### config.mk
export PLATFORM = sky130hd
export DESIGN_NAME = lab4_net_bus_net_recv_vrtl
export DESIGN_NICKNAME = d
export VERILOG_FILES = /design/src/rtl/lab4_net_bus_net_recv_vrtl.sv
export SDC_FILE = /design/constraint.sdc
export NUM_CORES = 1
export LEC_CHECK = 0
export ABC_AREA = 1
export CAP_MARGIN = 15
export CORE_ASPECT_RATIO = 2
export CORE_MARGIN = 5
export CORE_UTILIZATION = 54
export DETAILED_ROUTE_END_ITERATION = 12
export GPL_ROUTABILITY_DRIVEN = 1
export PLACE_DENSITY = 0.85
export SLEW_MARGIN = 40
export SYNTH_ARGS = -nofsm -noshare
export SYNTH_HDL_FRONTEND = slang
export SYNTH_SLANG_ARGS = --single-unit
### constraint.sdc
create_clock -name clk -period 3.9 [get_ports clk]
set_clock_uncertainty 0.1 [all_clocks]
set_input_delay 0.78 -clock clk [delete_from_list [all_inputs] [get_ports clk]]
set_output_delay 0.78 -clock clk [all_outputs]
set_load 0.01 [all_outputs]
### src/rtl/lab4_net_bus_net_recv_vrtl.sv
// Bus network receiver.
// Terminates one bus output port. Accepted messages go into a 4-entry FIFO
// and are handed to the terminal in the order they arrived. The block also
// keeps a saturating per-source message count and a sticky flag that is set
// when a message arrives here that was addressed to another port.
//
// Ports:
//   clk, reset   - clock; asynchronous active-high reset
//   in_val/in_rdy/in_msg    - bus side, accept on in_val && in_rdy
//   out_val/out_rdy/out_msg - terminal side, dequeue on out_val && out_rdy
//   num_entries  - buffer occupancy, 0..4
//   src_count    - messages accepted per source (index = src field), saturate at 255
//   dest_err     - sticky: a message with dest != p_port_id was accepted
module lab4_net_bus_net_recv_vrtl #(
    parameter int p_msg_nbits = 44,
    parameter int p_port_id   = 0
) (
    input  logic                   clk,
    input  logic                   reset,
    input  logic                   in_val,
    output logic                   in_rdy,
    input  logic [p_msg_nbits-1:0] in_msg,
    output logic                   out_val,
    input  logic                   out_rdy,
    output logic [p_msg_nbits-1:0] out_msg,
    output logic [2:0]             num_entries,
    output logic [3:0][7:0]        src_count,
    output logic                   dest_err
);

    localparam logic [1:0] port_id = p_port_id[1:0];

    logic [p_msg_nbits-1:0] buf_q [4];
    logic [1:0]             enq_ptr;
    logic [1:0]             deq_ptr;
    logic [2:0]             count;
    logic                   do_enq;
    logic                   do_deq;
    logic [1:0]             in_dest;
    logic [1:0]             in_src;

    assign in_dest = in_msg[p_msg_nbits-1 -: 2];
    assign in_src  = in_msg[p_msg_nbits-3 -: 2];

    // Handshake outputs come from registered state only, so there is no
    // combinational path from either side of the buffer to the other.
    assign in_rdy      = (count != 3'd4);
    assign out_val     = (count != 3'd0);
    assign out_msg     = buf_q[deq_ptr];
    assign num_entries = count;

    assign do_enq = in_val && in_rdy;
    assign do_deq = out_val && out_rdy;

    always_ff @(posedge clk or posedge reset) begin
        if (reset) begin
            enq_ptr <= 2'd0;
            deq_ptr <= 2'd0;
            count   <= 3'd0;
        end else begin
            if (do_enq) enq_ptr <= enq_ptr + 2'd1;
            if (do_deq) deq_ptr <= deq_ptr + 2'd1;
            case ({do_enq, do_deq})
                2'b10:   count <= count + 3'd1;
                2'b01:   count <= count - 3'd1;
                default: count <= count;
            endcase
        end
    end

    // Storage is not reset; the cleared count makes stale entries unreachable.
    always_ff @(posedge clk) begin
        if (do_enq) buf_q[enq_ptr] <= in_msg;
    end

    always_ff @(posedge clk or posedge reset) begin
        if (reset) begin
            src_count <= '0;
            dest_err  <= 1'b0;
        end else if (do_enq) begin
            if (src_count[in_src] != 8'hff)
                src_count[in_src] <= src_count[in_src] + 8'd1;
            if (in_dest != port_id)
                dest_err <= 1'b1;
        end
    end

endmodule

==> run metrics, run 1 <==
global-route usage over all layers 0.205; final setup fails 0; via count 5,941; part of the cycle the worst path needs 0.910; top achievable clock speed 282 MHz; vias per cell 5.59; Crit-path slowest cell buf_4; Bufs on Longest Clock Path 3; CTS tree built; worst-skew pair later-pin latency 0.47 ns; most frequent cells in the layout edfxtp_1 (176), nand2_1 (155), clkdlybuf4s50_1 (129); largest net degree at the start of global routing 90; fillers 1,081; unrepaired setup endpoints after global routing false; DR DRC count 0; Mapped Avg Cell Area 12.0 um2; Routed WL 19,300 um; Die X 99.5 um; Required @ worst endpoint 3.02 ns; Port Buffers 129; Metal-1 WL 6650 um; Crit. End Element primary output; initial drt markers 373; vias in the first global route between 6k and 7k; startpoint types flop; Sink Count 216; min-delay worst type reg -> reg; Worst VDD drop 0.436 mV; footprint of the multi-input gates 2100 um2; Period minus WS final ~3.5 ns; Slew Limit Fails 0; antenna diode count 0; H-tree depth 1; routability cong. 0.926; Routed Antenna Nets 0; I/O pins 130; Remaining Overflow, GRT 0; Slew headroom 0.425; share of cells above drive strength 1 0.0685; Die Height 189 um; initial core utilization 0.548; critical path, cell by cell buf_4 -> o21ai_0 -> o22ai_1 -> clkdlybuf4s50_1; pwr dens about 740 nW/um2; core area 15,800 um2; Detail Route met3 WL 1390 um; Design Area, Final 10,800 um2; Inserted Clock Buffers 18; Top Metal Used met4; Final Hold Violating Endpoints 0; FP Rows 65; first-pass GRT wire length 30,100 um; register area share after synthesis 0.727; CTS resizes 0; first-pass detailed-route iteration total 4; cts hold-fix bufs 0; Worst-Margin Slew ~0.86 ns; Overall Power 0.00795 W; Crit path arrival time around 2.7 ns; Pleak 3.99 nW; setup TNS 0 ns; die area 18,800 um2; Crit path largest cell delay 0.65 ns; Final nets 905; leading cell type in the layout, fill and taps excluded edfxtp_1; max-capacitance violation count 0; Gate Count Post-Synth 722; net count after synthesis 777; critical path type reg -> out; Placement Setup Slack 0.742 ns; Reg clk slew, reported paths 0.07 ns; mapped cell area approximately 8600 um2; Seq cells post-synth 216; antenna violations before repair 0; status finished, final reports clean; Post-DP HPWL 12,700 um; Reg area 6290 um2; metal2 WL 10,500 um; fin worst setup slack 0.351 ns; Synth cell types 25; Ys Warns 0; setup bufs post-CTS 0; Wirelength per Cell between 15 and 20 um; root buf cell clkbuf_16; area grow syn2layout 24.4%; placed inst area 10,200 um2; crit path max fanout between 80 and 90
-- registers in the layout, summed over array words and instances (netlist names) --
register	flops
dest_err	1
buf_q	176
num_entries	3
deq_ptr	2
enq_ptr	2
src_count	32
-- cell type report --
class / instances / share of cell area
Clock buffer: 22 / 0.0452
Clock inverter: 9 / 0.00954
Inverter: 26 / 0.00907
Multi-Input combinational cell: 444 / 0.195
Sequential cell: 216 / 0.585
Tap cell: 201 / 0.0234
Timing Repair Buffer: 144 / 0.133
-- worst max-delay path, delay by kind of cell (launching register included) --
| kind | cells | cell delay [ns] |
|---|---|---|
| DFF | 1 | 0.37 |
| buffers and inverters | 2 | 1.24 |
| AOI/OAI and AO/OA | 2 | 0.53 |
-- metal layers --
layer	up-vias	GRT usage
met5	-	0
met4	0	0.0926
met3	54	0.0465
met2	239	0.379
met1	2874	0.215
li1	2774	-
-- metrics by stage --
stage          utilization  hold slack (ns)  std cells
2_1_floorplan            -            0.413        722
3_3_place_gp         0.644            0.359       1031
3_5_place_dp         0.644            0.366       1031
4_1_cts              0.682            0.385       1062
5_1_grt              0.682            0.394       1062
6_report             0.682            0.381       1062
-- logic make-up (layout without fill, tap and decap cells) --
family,count (synthesis),after routing,synth area share
xor+xnor,6,6,0.00608
fa+ha+maj,7,7,0.0110
flops,216,216,0.727
compound gates,154,154,0.0958
buf+inv,62,201,0.0333
simple gates,277,277,0.127
-- synthesized netlist by cell type --
cell | instances | area [um2]
buf_6 | 7 | 78.8
nand2_2 | 3 | 18.8
nand2_1 | 155 | 582
o22ai_1 | 44 | 275
buf_2 | 2 | 10.0
inv_1 | 22 | 82.6
inv_2 | 3 | 11.3
o21ai_1 | 15 | 75.1
a21oi_1 | 1 | 5.00
xor2_1 | 4 | 35.0
clkinv_1 | 1 | 3.75
ha_1 | 6 | 75.1
nand3_1 | 3 | 15.0
nor2_2 | 2 | 12.5
nand3_2 | 4 | 40.0
clkbuf_1 | 27 | 101
dfrtp_1 | 40 | 1000
nor2_1 | 107 | 402
edfxtp_1 | 176 | 5290
xnor2_1 | 2 | 17.5
o21bai_1 | 1 | 7.51
o21ai_0 | 93 | 465
nand3b_1 | 2 | 15.0
fa_1 | 1 | 20.0
nand2_4 | 1 | 11.3
-- power breakdown --
| group | total (W) | internal, W | leakage [nW] | switching, W |
|---|---|---|---|---|
| clock network | 0.00177 | 0.00103 | 0.287 | 0.000745 |
| logic | 0.00302 | 0.00129 | 1.57 | 0.00173 |
| registers | 0.00316 | 0.00300 | 2.13 | 0.000158 |
-- worst paths after layout --
path,endpoint,slack [ns],start,depth (start not counted)
setup / recovery,out_msg[30],0.35,deq_ptr[0],4
hold / removal,dest_err,0.38,dest_err,1
setup reg to reg,num_entries[2],1.45,num_entries[0],9
hold reg to reg,dest_err,0.38,dest_err,1
max in group asynchronous,deq_ptr[0],2.69,reset,3
min in group asynchronous,num_entries[2],0.63,reset,3
(Power assumes the default switching activity.)
==> inputs of run 2 (changes only) <==
SLEW_MARGIN = 20   (was 40)
==> results of run 2 <==
Same layout as run 1: the final DEF is identical, and so are final timing and power.
